## src/rtl/alu_result_collector_pkg.sv

```systemverilog
// Shared parameters for the ALU result path and the result collector.
package parameters;

    localparam int unsigned RESULT_BUS_WIDTH = 32;
    localparam int unsigned MAX_BEATS        = 4;
    localparam int unsigned BEAT_CNT_W       = $clog2(MAX_BEATS + 1);

    typedef enum logic [1:0] {
        IDLE    = 2'd0,
        COLLECT = 2'd1,
        DISCARD = 2'd2
    } collector_state_e;

endpackage

```

## src/rtl/alu_result_collector_result_hold_reg.sv

```systemverilog
// Output holding register: valid/ready handshake plus overflow detection
// when a new result arrives while the previous one is still unclaimed.
module result_hold_reg #(
    parameter int unsigned DW = 128,
    parameter int unsigned CW = 3
) (
    input  logic          clk,
    input  logic          rst,
    input  logic          load_i,
    input  logic [DW-1:0] load_data_i,
    input  logic [CW-1:0] load_beats_i,
    input  logic          ready_i,
    output logic          valid_o,
    output logic [DW-1:0] data_o,
    output logic [CW-1:0] beats_o,
    output logic          overflow_o
);

    logic          valid_q, valid_d;
    logic [DW-1:0] data_q, data_d;
    logic [CW-1:0] beats_q, beats_d;
    logic          overflow_q, overflow_d;
    logic          handshake_c;

    // Next-state: refill when empty or freed this cycle, otherwise drop and flag.
    always_comb begin
        valid_d     = valid_q;
        data_d      = data_q;
        beats_d     = beats_q;
        overflow_d  = 1'b0;
        handshake_c = valid_q & ready_i;
        if (load_i) begin
            if (!valid_q || handshake_c) begin
                valid_d = 1'b1;
                data_d  = load_data_i;
                beats_d = load_beats_i;
            end else begin
                overflow_d = 1'b1;
            end
        end else if (handshake_c) begin
            valid_d = 1'b0;
        end
    end

    // State register with synchronous reset.
    always_ff @(posedge clk) begin
        if (rst) begin
            valid_q    <= 1'b0;
            data_q     <= '0;
            beats_q    <= '0;
            overflow_q <= 1'b0;
        end else begin
            valid_q    <= valid_d;
            data_q     <= data_d;
            beats_q    <= beats_d;
            overflow_q <= overflow_d;
        end
    end

    assign valid_o    = valid_q;
    assign data_o     = data_q;
    assign beats_o    = beats_q;
    assign overflow_o = overflow_q;

endmodule

```

## src/rtl/alu_result_collector.sv

```systemverilog
// Collects multi-beat ALU result bursts (LSB beat first) into one wide word
// and hands it to the writeback side over a valid/ready port.
module alu_result_collector #(
    parameter int unsigned RESULT_BUS_WIDTH = parameters::RESULT_BUS_WIDTH,
    parameter int unsigned MAX_BEATS        = parameters::MAX_BEATS
) (
    input  logic                                  clk,
    input  logic                                  rst,
    input  logic                                  result_valid,
    input  logic [RESULT_BUS_WIDTH-1:0]           result,
    input  logic                                  result_last,
    input  logic                                  result_rst,
    output logic                                  out_valid,
    input  logic                                  out_ready,
    output logic [MAX_BEATS*RESULT_BUS_WIDTH-1:0] out_data,
    output logic [$clog2(MAX_BEATS+1)-1:0]        out_beats,
    output logic                                  err_overlen,
    output logic                                  err_overflow,
    output logic                                  abort_pulse
);
    import parameters::*;

    localparam int unsigned W  = RESULT_BUS_WIDTH;
    localparam int unsigned N  = MAX_BEATS;
    localparam int unsigned CW = $clog2(MAX_BEATS + 1);
    localparam int unsigned DW = MAX_BEATS * RESULT_BUS_WIDTH;

    collector_state_e state_q, state_d;
    logic [CW-1:0]    cnt_q, cnt_d;
    logic [DW-1:0]    acc_q, acc_d;
    logic             err_overlen_q, err_overlen_d;
    logic             abort_q, abort_d;

    logic [DW-1:0]    beat_word_c;
    logic             complete_c;
    logic [DW-1:0]    cmp_data_c;
    logic [CW-1:0]    cmp_beats_c;

    // Accumulator FSM: place beats, detect completion, overlength and aborts.
    always_comb begin
        state_d       = state_q;
        cnt_d         = cnt_q;
        acc_d         = acc_q;
        err_overlen_d = 1'b0;
        abort_d       = 1'b0;
        complete_c    = 1'b0;
        cmp_data_c    = '0;
        cmp_beats_c   = '0;

        beat_word_c = acc_q;
        for (int unsigned k = 0; k < N; k++) begin
            if (cnt_q == CW'(k)) begin
                beat_word_c[k*W +: W] = result;
            end
        end

        case (state_q)
            IDLE: begin
                // result_rst wins over a coincident beat, even with nothing to abort
                if (!result_rst && result_valid) begin
                    if (result_last) begin
                        complete_c  = 1'b1;
                        cmp_data_c  = DW'(result);
                        cmp_beats_c = CW'(1);
                    end else begin
                        acc_d   = DW'(result);
                        cnt_d   = CW'(1);
                        state_d = COLLECT;
                    end
                end
            end
            COLLECT: begin
                if (result_rst) begin
                    acc_d   = '0;
                    cnt_d   = '0;
                    abort_d = 1'b1;
                    state_d = IDLE;
                end else if (result_valid) begin
                    if (cnt_q == CW'(N)) begin
                        err_overlen_d = 1'b1;
                        acc_d         = '0;
                        cnt_d         = '0;
                        state_d       = result_last ? IDLE : DISCARD;
                    end else if (result_last) begin
                        complete_c  = 1'b1;
                        cmp_data_c  = beat_word_c;
                        cmp_beats_c = cnt_q + CW'(1);
                        acc_d       = '0;
                        cnt_d       = '0;
                        state_d     = IDLE;
                    end else begin
                        acc_d = beat_word_c;
                        cnt_d = cnt_q + CW'(1);
                    end
                end
            end
            DISCARD: begin
                if (result_rst) begin
                    acc_d   = '0;
                    cnt_d   = '0;
                    abort_d = 1'b1;
                    state_d = IDLE;
                end else if (result_valid && result_last) begin
                    state_d = IDLE;
                end
            end
            default: begin
                acc_d   = '0;
                cnt_d   = '0;
                state_d = IDLE;
            end
        endcase
    end

    // Accumulator state and pulse registers.
    always_ff @(posedge clk) begin
        if (rst) begin
            state_q       <= IDLE;
            cnt_q         <= '0;
            acc_q         <= '0;
            err_overlen_q <= 1'b0;
            abort_q       <= 1'b0;
        end else begin
            state_q       <= state_d;
            cnt_q         <= cnt_d;
            acc_q         <= acc_d;
            err_overlen_q <= err_overlen_d;
            abort_q       <= abort_d;
        end
    end

    assign err_overlen = err_overlen_q;
    assign abort_pulse = abort_q;

    result_hold_reg #(
        .DW (DW),
        .CW (CW)
    ) u_hold (
        .clk          (clk),
        .rst          (rst),
        .load_i       (complete_c),
        .load_data_i  (cmp_data_c),
        .load_beats_i (cmp_beats_c),
        .ready_i      (out_ready),
        .valid_o      (out_valid),
        .data_o       (out_data),
        .beats_o      (out_beats),
        .overflow_o   (err_overflow)
    );

endmodule

```

## config.mk

```make
export PLATFORM = sky130hd
export DESIGN_NAME = alu_result_collector
export DESIGN_NICKNAME = d
export VERILOG_FILES = /design/src/rtl/alu_result_collector_pkg.sv /design/src/rtl/alu_result_collector_result_hold_reg.sv /design/src/rtl/alu_result_collector.sv
export SDC_FILE = /design/constraint.sdc
export NUM_CORES = 1
export LEC_CHECK = 0
export CORE_ASPECT_RATIO = 1.1
export CORE_MARGIN = 2
export CORE_UTILIZATION = 56
export DETAILED_ROUTE_END_ITERATION = 8
export PLACE_DENSITY_LB_ADDON = 0.3
export SKIP_CTS_REPAIR_TIMING = 1
export SYNTH_ARGS = -nofsm -noshare
export SYNTH_HDL_FRONTEND = slang
export SYNTH_HIERARCHICAL = 1
export SYNTH_SLANG_ARGS = --single-unit
```

## constraint.sdc

```tcl
create_clock -name clk -period 3.6 [get_ports clk]
set_input_delay 0.72 -clock clk [delete_from_list [all_inputs] [get_ports clk]]
set_output_delay 0.72 -clock clk [all_outputs]
set_load 0.005 [all_outputs]
```

==> results of run 1 <==
-- stage by stage --
| stage | hold slack [ns] | setup slack (ns) |
|---|---|---|
| floorplan | 0.431 | 1.12 |
| global placement | 0.437 | 0.581 |
| detailed placement | 0.446 | 0.465 |
| CTS | 0.454 | 0.759 |
| global route | 0.471 | 0.553 |
| finish | 0.453 | 0.734 |
-- final cells by class --
cell class	count	area [sq um]	area share
flip-flops and latches	268	5370	0.332
well taps	310	388	0.0240
inverters	10	37.5	0.00232
repair buffers	197	2000	0.124
clock inverters	10	133	0.00821
multi-input cells	1161	7410	0.458
clock buffers	42	825	0.0510
-- where the power goes --
group | internal [uW] | total, uW | switching (uW)
combinational | 408 | 1470 | 1060
sequential | 3040 | 3090 | 45.6
clock | 1790 | 3010 | 1210
-- worst max-delay path, stage by stage (launching register included) --
cell      delay, ns
dfxtp_1        0.38
inv_1          0.11
ha_1           0.26
and2_1         0.36
nand4b_1       0.44
nand2_1        0.22
a21boi_4       0.26
buf_12         0.41
mux2i_1        0.30
-- logic make-up after synthesis --
family          Yosys count  share of synthesized area
simple gates            714                      0.288
fa+ha+maj                 8                    0.00724
mux                     133                     0.0962
compound gates          306                      0.140
buf+inv                 209                     0.0804
flops                   268                      0.388
-- how the worst max path moves through the flow --
stage                          startpoint                         endpoint  slack [ns]  depth (start not counted)
floorplan           cnt_q[0]$_SDFFE_PP0P_  u_hold/data_o[100]$_SDFFE_PP0P_        1.12                         13
global placement               result_rst   u_hold/data_o[49]$_SDFFE_PP0P_        0.58                          7
detailed placement             result_rst   u_hold/data_o[52]$_SDFFE_PP0P_        0.47                          7
CTS                 cnt_q[0]$_SDFFE_PP0P_   u_hold/data_o[38]$_SDFFE_PP0P_        0.76                          8
global route        cnt_q[0]$_SDFFE_PP0P_   u_hold/data_o[48]$_SDFFE_PP0P_        0.55                          8
finish              cnt_q[0]$_SDFFE_PP0P_   u_hold/data_o[95]$_SDFFE_PP0P_        0.73                          8
-- Yosys cell counts, drive strengths merged, types with 2 or more instances --
cell	number	area share
nand3	35	0.013
nor2b	34	0.015
ha	8	0.0072
clkbuf	122	0.036
o21ai	34	0.012
nand4	93	0.042
a31oi	62	0.028
nor4b	2	0.0017
nand2	196	0.053
a31o	2	0.0013
nand2b	267	0.12
nand4b	33	0.021
inv	9	0.0024
nor3	5	0.0043
a22o	32	0.020
a32o	32	0.023
buf	77	0.042
a21o	2	0.0011
nor3b	2	0.0019
nor2	40	0.011
dfxtp	268	0.39
a211oi	2	0.0011
mux2i	133	0.096
a21oi	133	0.048
-- routing by layer --
metal,part of all wire,global-route usage,vias up
met4,0.048,0.124,0
met2,0.45,0.470,586
met5,0,0,-
met3,0.084,0.0538,101
li1,-,-,5759
met1,0.42,0.393,5801
-- sequential cells by signal, indices dropped and copies added (netlist names) --
register           count
abort_pulse            1
u_hold/beats_o         3
err_overlen            1
acc_q                128
cnt_q                  3
u_hold/data_o        128
u_hold/overflow_o      1
u_hold/valid_o         1
state_q                2
==> run metrics, run 1 <==
status finished clean; Ant. Diodes 0; FF-to-FF Start cnt_q[0]$_SDFFE_PP0P_; Mean Syn Cell Area 8.45 sq um; Critical Path RT 4.05 ns; Design Area, Final 16200 sq um; power per cell area 468 nW/um^2; area grow syn2layout 16.8%; Mapped Cells 1638; maximum VDD drop 0.000416 V; All-Layer GR Usage 0.294; Util after Layout 0.662; flops & latches, synth 268; Boundary Pins 173; clock root buffer clkbuf_16; Crit. End Element flip-flop; # DRC 0; largest net degree at the start of global routing 140; Max clock buf depth 3; via density per instance 6.13; vias in the first global route 11262; r2r setup slk 0.73 ns; worst hold endpoint acc_q[108]$_SDFFE_PP0P_; most common cell after layout, fill and taps aside dfxtp_1; Iteration-0 DRC Markers 1645; Fin Setup TNS 0 ns; Distinct cells, synth 49; Finish-stage setup viols 0; CTS tree built; hold path startpoint acc_q[108]$_SDFFE_PP0P_; Post-synth EDFFs 0; row cnt 60; first-pass GRT wire length 62200 um; clock sink count 268; crit path time final 2.87 ns; NumNets Final 1712; Routed WL per cell 19.8 um; starting density of the core 0.567; fmax 0.349 GHz; Reg2Reg Depth 8; clock skew 0.0231 ns; Die Y 169 um; Via Count 12247; DP Wirelength 23000 um; filler cell count 1990; Skew-Pair Late Insertion Delay 0.55 ns; worst relative slew slack 0.259; most frequent cells in the layout 268 x dfxtp_1, 267 x nand2b_1, 196 x nand2_1, 171 x clkdlybuf4s50_1, 133 x mux2i_1; hold-critical path depth 2; initial antenna violation count 0; Final Slew Violations 0; Main synth FF type dfxtp_1; total die area 26000 sq um; post-route ant nets 0; RSZ-0062 raised after global routing no; gr ovfl total 0; die width 154 um; final hold violation count 0; CTS buffer count 28; CP Launch Type flip-flop; Final Non-Filler Cells 1998; Core Area 24400 sq um; Async S/R FF share, synth 0; Post-Syn Area 13800 sq um; total power 7570 uW; layout cells sized above 1 0.0521; Leak Pwr 0.00484 uW; syn nets 1684; Seq/Total Area, Yosys 0.388; cell count after placement 1946; drt total wl 39500 um; CP Class reg2reg; TritonRoute pass-1 iters 6; I/O Buffers 172; Hold WC Path Type reg2reg; routability cong. 0.873; Clk pin slew, worst setup/hold paths 0.06 ns; crit path max fanout 65; Ys Warns 6; H-tree depth 1; placed instance area 15200 sq um; RR Endpoint u_hold/data_o[95]$_SDFFE_PP0P_; crit share post-route 0.796; Worst Max-Slew Pin Slew 1.11 ns; max-capacitance violation count 0; arrival time worst endpoint 3.31 ns
(Power assumes the default switching activity.)
==> inputs of run 2 (changes only) <==
--- a/config.mk
+++ b/config.mk
@@ -7,7 +7,7 @@
 export LEC_CHECK = 0
 export CORE_ASPECT_RATIO = 1.1
 export CORE_MARGIN = 2
-export CORE_UTILIZATION = 56
+export CORE_UTILIZATION = 51
 export DETAILED_ROUTE_END_ITERATION = 8
 export PLACE_DENSITY_LB_ADDON = 0.3
 export SKIP_CTS_REPAIR_TIMING = 1
==> constraint.sdc (replaced) <==
create_clock -name clk -period 2.4 [get_ports clk]
set_input_delay 0.48 -clock clk [delete_from_list [all_inputs] [get_ports clk]]
set_output_delay 0.48 -clock clk [all_outputs]
set_load 0.005 [all_outputs]
==> run 2 against run 1 <==
Combinational power up 72%. Sequential cell count unchanged. Via count grew 0.47%. Largest cell class unchanged. Clock power up 46%. Highest routed layer unchanged. Critical endpoint is now acc_q[126]$_SDFFE_PP0P_. Power up 53%. Setup slack lost 0.60 ns.
==> run metrics, run 2 (same netlist as run 1, synthesis figures left out) <==
status finished clean; Final Non-Filler Cells 2097 (+5.0%); drt total wl 40400 um (+2.2%); Crit-path slowest cell buf_4; Via Count 12305 (+0.47%); maximum VDD drop 0.000427 V (+2.7%); total die area 28500 sq um (+9.6%); RSZ-0062 raised after global routing no; filler cell count 2237 (+12%); crit path time final 2.26 ns (-0.601 ns); H-tree depth 1 (unchanged); Core Area 26800 sq um (+9.8%); crit path cell chain inv_1, ha_1, nor2_1, a211oi_4, buf_4, nand2_1, a31oi_1; DP Wirelength 24500 um (+6.3%); area grow syn2layout 22.1%; clock sink count 268 (unchanged); CTS buffer count 29 (+3.6%); Reg2Reg Depth 7 (-1); FF-to-FF Start state_q[0]$_SDFFE_PP0P_; worst relative slew slack 0.528 (+0.269); Routed WL per cell 19.3 um (-2.6%); Critical Path RT 2.86 ns (-1.19 ns); fmax 0.442 GHz (+27%); Skew-Pair Late Insertion Delay 0.55 ns (about the same); NumNets Final 1768 (+3.3%); clock skew 0.0148 ns (-0.00824 ns); clock root buffer clkbuf_16; Clk pin slew, worst setup/hold paths 0.07 ns (about the same); I/O Buffers 172 (unchanged); power per cell area 684 nW/um^2 (+46%); total power 11600 uW (+53%); most common cell after layout, fill and taps aside dfxtp_1; CP Launch Type flip-flop; first-pass GRT wire length 63000 um (+1.3%); CP peak stage delay 0.45 ns (about the same); crit share post-route 0.944 (+0.148); Max clock buf depth 3 (unchanged); initial antenna violation count 0 (unchanged); via density per instance 5.87 (-4.3%); FF+latch area 5370 sq um (unchanged); row cnt 63 (+5.0%); hold path startpoint acc_q[108]$_SDFFE_PP0P_; Multi-input gate area 7410 sq um (about the same); Iteration-0 DRC Markers 1450 (-12%); Ant. Diodes 0 (unchanged); gr ovfl total 0 (unchanged); TritonRoute pass-1 iters 6 (unchanged); final hold violation count 0 (unchanged); Leak Pwr 0.00519 uW (+7.3%); CP Class reg2reg; Boundary Pins 173 (unchanged); most frequent cells in the layout 268 x dfxtp_1, 267 x nand2b_1, 196 x nand2_1, 171 x clkdlybuf4s50_1, 133 x mux2i_1; Crit. End Element flip-flop; layout cells sized above 1 0.0822 (+0.0301); RR Endpoint acc_q[126]$_SDFFE_PP0P_; cell count after placement 2048 (+5.2%); die width 161 um (+4.7%); vias in the first global route 11448 (+1.7%); Die Y 177 um (+4.7%); routability cong. 0.892 (+2.2%); starting density of the core 0.516 (-0.0508); max-capacitance violation count 0 (unchanged); arrival time worst endpoint 2.72 ns (-0.59 ns); CTS tree built; post-route ant nets 0 (unchanged); All-Layer GR Usage 0.274 (-0.0201); hold-critical path depth 2 (unchanged); r2r setup slk 0.14 ns (-0.60 ns); largest net degree at the start of global routing 149 (+6.4%); Finish-stage setup viols 0 (unchanged); Worst Max-Slew Pin Slew 0.706 ns (-0.406 ns); worst hold endpoint acc_q[108]$_SDFFE_PP0P_; # DRC 0 (unchanged); Fin Setup TNS 0 ns (unchanged); crit path max fanout 37 (-43%); Hold WC Path Type reg2reg; Final Slew Violations 0 (unchanged)
## run 2: worst max-delay path, delay by kind of cell, from the launching register on
family,cells,cell delay [ns]
flops,1,0.33
compound gates,2,0.59
simple gates,2,0.29
buf+inv,2,0.54
fa+ha+maj,1,0.41
## run 2: worst max-delay path by stage
stage	start	endpoint	slack, ns	cells past startpoint
3_3_place_gp	result_valid	u_hold/data_o[77]$_SDFFE_PP0P_	-0.06	8
5_1_grt	state_q[1]$_SDFFE_PP0P_	acc_q[98]$_SDFFE_PP0P_	0.007	7
2_1_floorplan	cnt_q[0]$_SDFFE_PP0P_	u_hold/data_o[100]$_SDFFE_PP0P_	0.02	13
4_1_cts	state_q[0]$_SDFFE_PP0P_	acc_q[126]$_SDFFE_PP0P_	0.19	7
6_report	state_q[0]$_SDFFE_PP0P_	acc_q[126]$_SDFFE_PP0P_	0.14	7
3_5_place_dp	result_valid	u_hold/data_o[54]$_SDFFE_PP0P_	-0.15	8
## run 2: area by class of cell
cell class	count	area share
Tap cell	357	0.0264
Sequential cell	268	0.317
Inverter	10	0.00222
Multi-Input combinational cell	1161	0.438
Clock buffer	44	0.0516
Timing Repair Buffer	252	0.161
Clock inverter	5	0.00318
## run 2: where the power goes
group	total (uW)	internal, uW	switching (uW)
clock network	4400	2580	1820
registers	4640	4570	68.9
logic	2530	879	1650
total	11600	8030	3540
## run 2: routing by layer
layer / global-route usage / vias up / wire length [um]
li1: - / 5856 / -
met1: 0.372 / 5845 / 17200
met2: 0.427 / 513 / 18200
met3: 0.0368 / 91 / 2860
met4: 0.141 / 0 / 2100
met5: 0 / - / 0
## run 2: per-stage QoR
| stage | instance area (sq um) | util | hold slack (ns) | setup WS (ns) |
|---|---|---|---|---|
| 4_1_cts | 16900 | 0.631 | 0.451 | 0.192 |
| 2_1_floorplan | 13800 | - | 0.431 | 0.0170 |
| 5_1_grt | 16900 | 0.631 | 0.471 | 0.00717 |
| 3_3_place_gp | 16000 | 0.596 | 0.437 | -0.0584 |
| 3_5_place_dp | 16000 | 0.596 | 0.442 | -0.146 |
| 6_report | 16900 | 0.631 | 0.453 | 0.135 |
